<file path="src/rtl/ps2_rx_fifo.sv">
// ps2_rx_fifo: PS/2 device-to-host receiver with a show-ahead byte FIFO and valid/ready drain.
//   clk_i, rst_ni          : system clock, synchronous active-low reset
//   ps2_clk_i, ps2_data_i  : raw asynchronous PS/2 lines
//   data_o, valid_o, ready_i, count_o : FIFO head, not-empty, consumer pop, occupancy
//   parity_err_o, frame_err_o, timeout_err_o, overflow_o : single-cycle error pulses
module ps2_rx_fifo #(
    parameter int FILTER_LEN     = 8,
    parameter int TIMEOUT_CYCLES = 5000,
    parameter int FIFO_DEPTH     = 16
) (
    input  logic                          clk_i,
    input  logic                          rst_ni,
    input  logic                          ps2_clk_i,
    input  logic                          ps2_data_i,
    output logic [7:0]                    data_o,
    output logic                          valid_o,
    input  logic                          ready_i,
    output logic [$clog2(FIFO_DEPTH):0]   count_o,
    output logic                          parity_err_o,
    output logic                          frame_err_o,
    output logic                          timeout_err_o,
    output logic                          overflow_o
);
    localparam int AW   = $clog2(FIFO_DEPTH);
    localparam int FW   = $clog2(FILTER_LEN + 1);
    localparam int TW   = $clog2(TIMEOUT_CYCLES + 1);
    localparam int FLM1 = FILTER_LEN - 1;
    localparam logic [1:0] IDLE   = 2'd0;
    localparam logic [1:0] DATA   = 2'd1;
    localparam logic [1:0] PARITY = 2'd2;
    localparam logic [1:0] STOP   = 2'd3;
    logic          clk_s1, clk_s2, dat_s1, dat_s2, clk_f, clk_f_d;
    logic [FW-1:0] flt_cnt;
    logic [TW-1:0] tmo_cnt;
    logic [1:0]    state;
    logic [2:0]    bit_cnt;
    logic [7:0]    shreg;
    logic          par;
    logic [7:0]    mem [FIFO_DEPTH];
    logic [AW-1:0] wr_ptr, rd_ptr;
    logic [AW:0]   count;
    logic          fall, timeout, eval, good, full, pop, push;
    assign fall    = clk_f_d & ~clk_f;
    // Timeout wins over a coincident fall, so the frame is aborted rather than advanced.
    assign timeout = (state != IDLE) && (tmo_cnt == TIMEOUT_CYCLES[TW-1:0]);
    assign eval    = fall && !timeout && (state == STOP);
    assign good    = eval && dat_s2 && (^shreg ^ par);
    assign full    = count == FIFO_DEPTH[AW:0];
    assign pop     = valid_o && ready_i;
    // A same-cycle pop frees a slot, so a full FIFO can still accept.
    assign push    = good && (!full || pop);
    assign valid_o = count != '0;
    assign count_o = count;
    assign data_o  = valid_o ? mem[rd_ptr] : 8'h00;
    always_ff @(posedge clk_i) begin
        if (!rst_ni) begin
            clk_s1        <= 1'b1;
            clk_s2        <= 1'b1;
            dat_s1        <= 1'b1;
            dat_s2        <= 1'b1;
            clk_f         <= 1'b1;
            clk_f_d       <= 1'b1;
            flt_cnt       <= '0;
            tmo_cnt       <= '0;
            state         <= IDLE;
            bit_cnt       <= '0;
            shreg         <= '0;
            par           <= 1'b0;
            wr_ptr        <= '0;
            rd_ptr        <= '0;
            count         <= '0;
            parity_err_o  <= 1'b0;
            frame_err_o   <= 1'b0;
            timeout_err_o <= 1'b0;
            overflow_o    <= 1'b0;
        end else begin
            clk_s1  <= ps2_clk_i;
            clk_s2  <= clk_s1;
            dat_s1  <= ps2_data_i;
            dat_s2  <= dat_s1;
            clk_f_d <= clk_f;
            // clk_f follows only after FILTER_LEN consecutive disagreeing cycles.
            if (clk_s2 == clk_f) flt_cnt <= '0;
            else if (flt_cnt == FLM1[FW-1:0]) begin
                clk_f   <= clk_s2;
                flt_cnt <= '0;
            end else flt_cnt <= flt_cnt + 1'b1;
            tmo_cnt       <= (state == IDLE || fall) ? '0 : tmo_cnt + 1'b1;
            frame_err_o   <= eval && !dat_s2;
            parity_err_o  <= eval && dat_s2 && !(^shreg ^ par);
            timeout_err_o <= timeout;
            overflow_o    <= good && full && !pop;
            if (timeout) state <= IDLE;
            else if (fall) begin
                case (state)
                    IDLE: if (!dat_s2) begin
                        state   <= DATA;
                        bit_cnt <= '0;
                    end
                    DATA: begin
                        shreg   <= {dat_s2, shreg[7:1]};
                        bit_cnt <= bit_cnt + 1'b1;
                        state   <= (bit_cnt == 3'd7) ? PARITY : DATA;
                    end
                    PARITY: begin
                        par   <= dat_s2;
                        state <= STOP;
                    end
                    default: state <= IDLE;
                endcase
            end
            if (push) wr_ptr <= wr_ptr + 1'b1;
            if (pop) rd_ptr <= rd_ptr + 1'b1;
            count <= count + {{AW{1'b0}}, push} - {{AW{1'b0}}, pop};
        end
    end
    always_ff @(posedge clk_i) begin
        if (rst_ni && push) mem[wr_ptr] <= shreg;
    end
endmodule

</file>
<file path="config.mk">
export PLATFORM = sky130hd
export DESIGN_NAME = ps2_rx_fifo
export DESIGN_NICKNAME = d
export VERILOG_FILES = /design/src/rtl/ps2_rx_fifo.sv
export SDC_FILE = /design/constraint.sdc
export NUM_CORES = 1
export LEC_CHECK = 0
export CELL_PAD_IN_SITES_DETAIL_PLACEMENT = 1
export CELL_PAD_IN_SITES_GLOBAL_PLACEMENT = 1
export CORE_ASPECT_RATIO = 0.9
export CORE_UTILIZATION = 26
export CTS_CLUSTER_DIAMETER = 30
export DETAILED_ROUTE_END_ITERATION = 10
export PLACE_DENSITY_LB_ADDON = 0.1
export SYNTH_ARGS = -nofsm -noshare
export SYNTH_HDL_FRONTEND = slang
export SYNTH_SLANG_ARGS = --single-unit
</file>
<file path="constraint.sdc">
create_clock -name clk_i -period 4.2 [get_ports clk_i]
set_input_delay 1.05 -clock clk_i [delete_from_list [all_inputs] [get_ports clk_i]]
set_output_delay 1.05 -clock clk_i [all_outputs]
set_load 0.05 [all_outputs]
</file>
After elaboration in Yosys (flattened, before gate mapping). Memories as Yosys holds them, arrays and structs flattened. A register that Yosys moved wholly into a read port is not among the register bits. Index checks and enable logic that the tools add are counted.

Add/subtract/negate cells: 7. Equality and inequality tests: 9. Multiplexer cells: 10. Bitwise gates (word level): 6. Reduce and logical (&&, ||, !) cells: 32.

Operator list (count): 13-bit by 1-bit adder with 13-bit output (second input constant) (1); 13-bit == test (second input constant) (1); 4-bit by 1-bit adder with 4-bit output (second input constant) (3); 1-bit logical AND (12); 4-bit 2-to-1 mux (2); 8-bit 2-to-1 mux (1); 8-bit parity (1); 2-bit case mux with 3 select lines (1); 3-bit case mux with 2 select lines (1); 3-bit AND reduction (2); 5-bit by 1-bit adder with 5-bit output (1); 5-bit == test (second input constant) (1); 1-bit zero test (5); 5-bit nonzero test (1); 5-bit by 1-bit subtractor with 5-bit output (1); 2-bit == test (second input constant) (2); 4-bit by 3-bit == test with 1-bit output (second input constant) (1); 2-bit 2-to-1 mux (2); 1-bit NOT (4); 2-bit AND reduction (2); 4-bit AND reduction (1); 2-bit nonzero test (2); 2-bit OR reduction (2); 3-bit by 1-bit adder with 3-bit output (second input constant) (1); other kinds (11) (13).

Register bits: 54. Bits in writable memories: 128. Input bits: 5. Output and inout bits: 18. Logic and storage cells: 84. Memories: 1.

Memories: mem (words 16, width 8, rd ports 1, clocked after Yosys merged registers in 1, write ports 1, RTL line 39) `logic [7:0] mem [FIFO_DEPTH];`.

Depth between registers and ports, before layout.
Depth after elaboration: 11. Gate-level depth with buffers: 16. Mapped depth without buffers: 15.

Least setup slack after synthesis. Ideal clock, no wire load.

Kind: input to register. Start: input ready_i. End: register count[4] (netlist: count_o[4]). Setup time: 0.070 ns. Arrival: 3.221 ns. Data required time: 4.130 ns. Setup slack: 0.909 ns. Cell stages on the path: 12. Buffers on the path: 0. Path through: nand4b_1 -> or3b_4 -> nor2_1 -> inv_1 -> ha_1 -> inv_1 -> ha_1 -> fa_1 -> a21oi_1 -> nor2_1 -> or3_1 -> a21oi_1.

Cells in the longest elaborated chain, start to end: 5.

Ends and longest elaborated chain: start: declaration (RTL line 17) `input logic ready_i,`; 1-bit logical AND (*) (RTL line 49) `assign pop = valid_o && ready_i;`; 1-bit logical OR (RTL line 51) `assign push = good && (!full || pop);`; 1-bit logical AND (RTL line 51); 5-bit by 1-bit adder with 5-bit output (RTL line 114) `count <= count + {{AW{1'b0}}, push} - {{AW{1'b0}}, pop};`; 5-bit by 1-bit subtractor with 5-bit output (*) (RTL line 114); end signal: assignment (RTL line 114); end: declaration (RTL line 41) `logic [AW:0] count;`.

Mark *: on every way between the ends. The rest lies on a longest branch, timed or not. A chain may end at the register's enable or synchronous reset.

==> flow_metrics.py <==
metrics = {
    "timing": {
        "finalCritPeriodShare_pct": 87.7,
        "final_max_slew_viol_count": 0,
        "setup_viol": 0,
        "period_needed_ns": 3.68,
        "fin_skew_ns": 0.0113,
        "slew_headroom_pct": 10.6,
        "tightest_slew_ns": 1.33,
        "fmax_ghz": 0.271,
        "hold_ws_ns": 0.417,
        "tns_ns": 0,
        "finalHoldViolCount": 0,
        "rsz0062_at_grt": "no",
    },
    "clock_tree": {
        "cts_sinks": 186,
        "cts-root-buf": "clkbuf_16",
        "cts_max_path_buffers": 2,
        "cts_resized": 0,
        "cts-buffers-inserted": 17,
        "cts_tree": "yes",
        "cts_setup_buffers": 0,
        "clkTransAtPathRegs_ns": 0.07,
        "cts.hold.buffers_added": 0,
        "worstSkewPairLatency_ns": 0.43,
        "htree_levels": 4,
    },
    "routing": {
        "drt-total-wl_microns": 17500,
        "first_iter_violations": 247,
        "first_pass_iters": 4,
        "wl_per_cell_microns": 19.3,
        "via_per_inst": 4.51,
        "ant_nets": 0,
        "drcViolationCount": 0,
        "vias": 4086,
    },
    "logic_synthesis": {
        "ys_seq_elements": 186,
        "synth_top_area_share_pct": 51.5,
        "synth_seq_area_share_pct": 67.0,
        "synth_cell_types": 40,
        "yosys_warnings": 0,
        "synth_ff_type": "edfxtp_1",
        "synth_edf_count": 128,
        "ys_top_cells_by_area": "edfxtp_1, dfxtp_1, mux4_2, ha_1, nor2_1",
        "synth.net_count": 505,
        "synth_largest_area_cell": "edfxtp_1",
        "ys_async_sr_fraction_pct": 0,
        "synth.avg_cell_area_sq_um": 15.5,
        "syn-cell-area_sq_mm": 0.00747,
        "synthCells": 483,
    },
    "power_and_ir_drop": {
        "p_per_area_mw_per_mm2": 537,
        "p_int_mw": 3.25,
        "switching_share_pct": 31.5,
        "power.share.clock_pct": 33.0,
        "peakVddDrop_mv": 0.338,
        "leakage_nw": 2.91,
        "p_switching_mw": 1.49,
        "totalPowerFinal_mw": 4.74,
        "sequentialPowerShare_pct": 42.5,
        "combPwrFrac_pct": 24.5,
    },
    "cells_and_area": {
        "drive_gt1_share_pct": 20.7,
        "n_antenna_cell": 0,
        "seq_area_sq_mm": 0.00501,
        "fillers": 2923,
        "multiInputGateArea_sq_mm": 0.00231,
        "nets": 555,
        "fin_cells": 906,
        "area_delta_synth_final_pct": 18.1,
    },
    "placement": {
        "place_inst": 874,
        "port_buffers": 22,
        "hpwl_microns": 11800,
        "place_congestion": 0.720,
    },
    "worst_setup_path": {
        "startpoint_type": "register",
        "worst_setup_path_end_kind": "output pin",
        "required_ns": 3.15,
        "path_class": "register to output pin",
        "path_max_fanout": 18,
        "critPathArrivalTime_ns": 2.63,
    },
    "run_status": {
        "outcome": "finished clean",
    },
    "hold_path": {
        "min-delay-path-class": "register to register",
    },
    "global_route": {
        "antenna_found_initial": 0,
        "grt_pass1_vias": 4489,
        "grt_overflow_total": 0,
        "track_usage_pct": 12.7,
        "grt_max_degree": 33,
        "grt_first_pass_wirelength_microns": 27300,
    },
    "flow_run": {
        "maxCapViolCount": 0,
    },
    "floorplan": {
        "start_util_pct": 26.6,
        "die_x_microns": 181,
        "io_pins": 23,
        "die_area_sq_mm": 0.0294,
        "coreArea_sq_mm": 0.0281,
        "die_h_microns": 163,
        "fp-row-count": 58,
    },
}
==> area by class of cell <==
class	instances	share of cell area [%]
multi-input cells	260	26.1
clock buffers	17	4.82
inverters	16	0.681
well taps	360	5.10
clock inverters	15	1.72
flip-flops and latches	186	56.7
repair buffers	52	4.82
==> placed cells by master, fill, tap and decap left out, types with 3 or more instances in the layout <==
master           Yosys  layout
ha_1                16      16
nor3_1               7       7
mux2i_1              5       5
nand2b_1            10      10
or3_1                4       4
clkbuf_16            0      17
nand4_1             10      10
nand3_1              9       9
o21ai_0              6       6
mux4_2              40      40
xnor2_1             12      12
nor2b_1              4       4
edfxtp_1           128     128
nor2_1              47      47
xor2_1              13      13
inv_6                0       3
dfxtp_1             58      57
nand2_1             23      23
buf_4                0      38
clkdlybuf4s50_1      0      14
inv_1               16      16
nor4_1               3       3
and2_1              11      11
clkinvlp_4           0       3
inv_8                0       5
a21oi_1             18      18
==> stage by stage <==
stage	setup WS (ns)	cell area [sq um]	util, %
finish	0.515	8820	31.4
global route	0.390	8820	31.4
detailed placement	0.238	8250	29.4
CTS	0.453	8820	31.4
floorplan	0.909	7470	-
global placement	0.285	8250	29.4
==> power by group through the flow <==
| stage | sequential [mW] | clock, mW | combinational, mW |
|---|---|---|---|
| finish | 2.01 | 1.56 | 1.16 |
| global route | 2.02 | 1.68 | 1.25 |
| CTS | 2.01 | 1.62 | 1.19 |
| detailed placement | 2.05 | 0 | 1.19 |
| global placement | 2.05 | 0 | 1.18 |
| floorplan | 2.11 | 0 | 0.767 |
==> cell families after synthesis <==
| logic type | after synthesis | synth area share, % |
|---|---|---|
| compound gates | 31 | 2.35 |
| mux | 45 | 12.7 |
| flops | 186 | 67.0 |
| buf+inv | 37 | 2.13 |
| fa+ha+maj | 17 | 2.95 |
| xor+xnor | 26 | 3.23 |
| simple gates | 141 | 9.61 |
==> path summary, 6_finish.rpt <==
| check | start | to | slack (ns) | cells past startpoint |
|---|---|---|---|---|
| max | register | data_o[6] | 0.52 | 5 |
| min | dat_s1$_SDFF_PN1_ | dat_s2$_SDFF_PN1_ | 0.42 | 1 |
| max reg2reg | shreg[2]$_SDFFE_PN0P_ | count_o[4]$_SDFF_PN0_ | 0.80 | 14 |
| min reg2reg | dat_s1$_SDFF_PN1_ | dat_s2$_SDFF_PN1_ | 0.42 | 1 |
==> flip-flops by register name, summed over array words and instances (netlist names), named ones only <==
register / flops
bit_cnt: 3
clk_f: 1
clk_f_d: 1
clk_s1: 1
clk_s2: 1
count_o: 5
dat_s1: 1
dat_s2: 1
flt_cnt: 4
frame_err_o: 1
mem: 128
overflow_o: 1
par: 1
parity_err_o: 1
rd_ptr: 4
shreg: 8
state: 2
timeout_err_o: 1
tmo_cnt: 13
wr_ptr: 4
==> cells in the mapped netlist (2+ instances only) <==
cell type	number
a21oi_1	18
a22oi_1	2
and2_1	11
buf_1	2
buf_2	4
buf_6	2
clkbuf_1	13
dfxtp_1	58
edfxtp_1	128
ha_1	16
inv_1	16
mux2i_1	5
mux4_2	40
nand2_1	23
nand2b_1	10
nand3_1	9
nand4_1	10
nand4b_1	2
nor2_1	47
nor2b_1	4
nor3_1	7
nor3b_1	2
nor4_1	3
nor4bb_1	2
o211ai_1	2
o21ai_0	6
or3_1	4
or4_1	2
xnor2_1	12
xor2_1	13
==> metal layers <==
metal  global-route usage, %  wire [microns]  share of wire (%)  vias up
met4                    2.56             120               0.69        0
met1                    16.5            8310                 48     2122
met2                    21.7            8570                 49       46
li1                        -               -                  -     1909
met5                       0               0                  0        -
met3                    2.77             459                2.6        9
==> critical path, cell delays in order (launching register included) <==
cell	delay [ns]
dfxtp_2	0.35
buf_4	0.36
mux4_2	0.63
mux4_2	0.51
and2_1	0.17
buf_4	0.18
(Power assumes the default switching activity.)
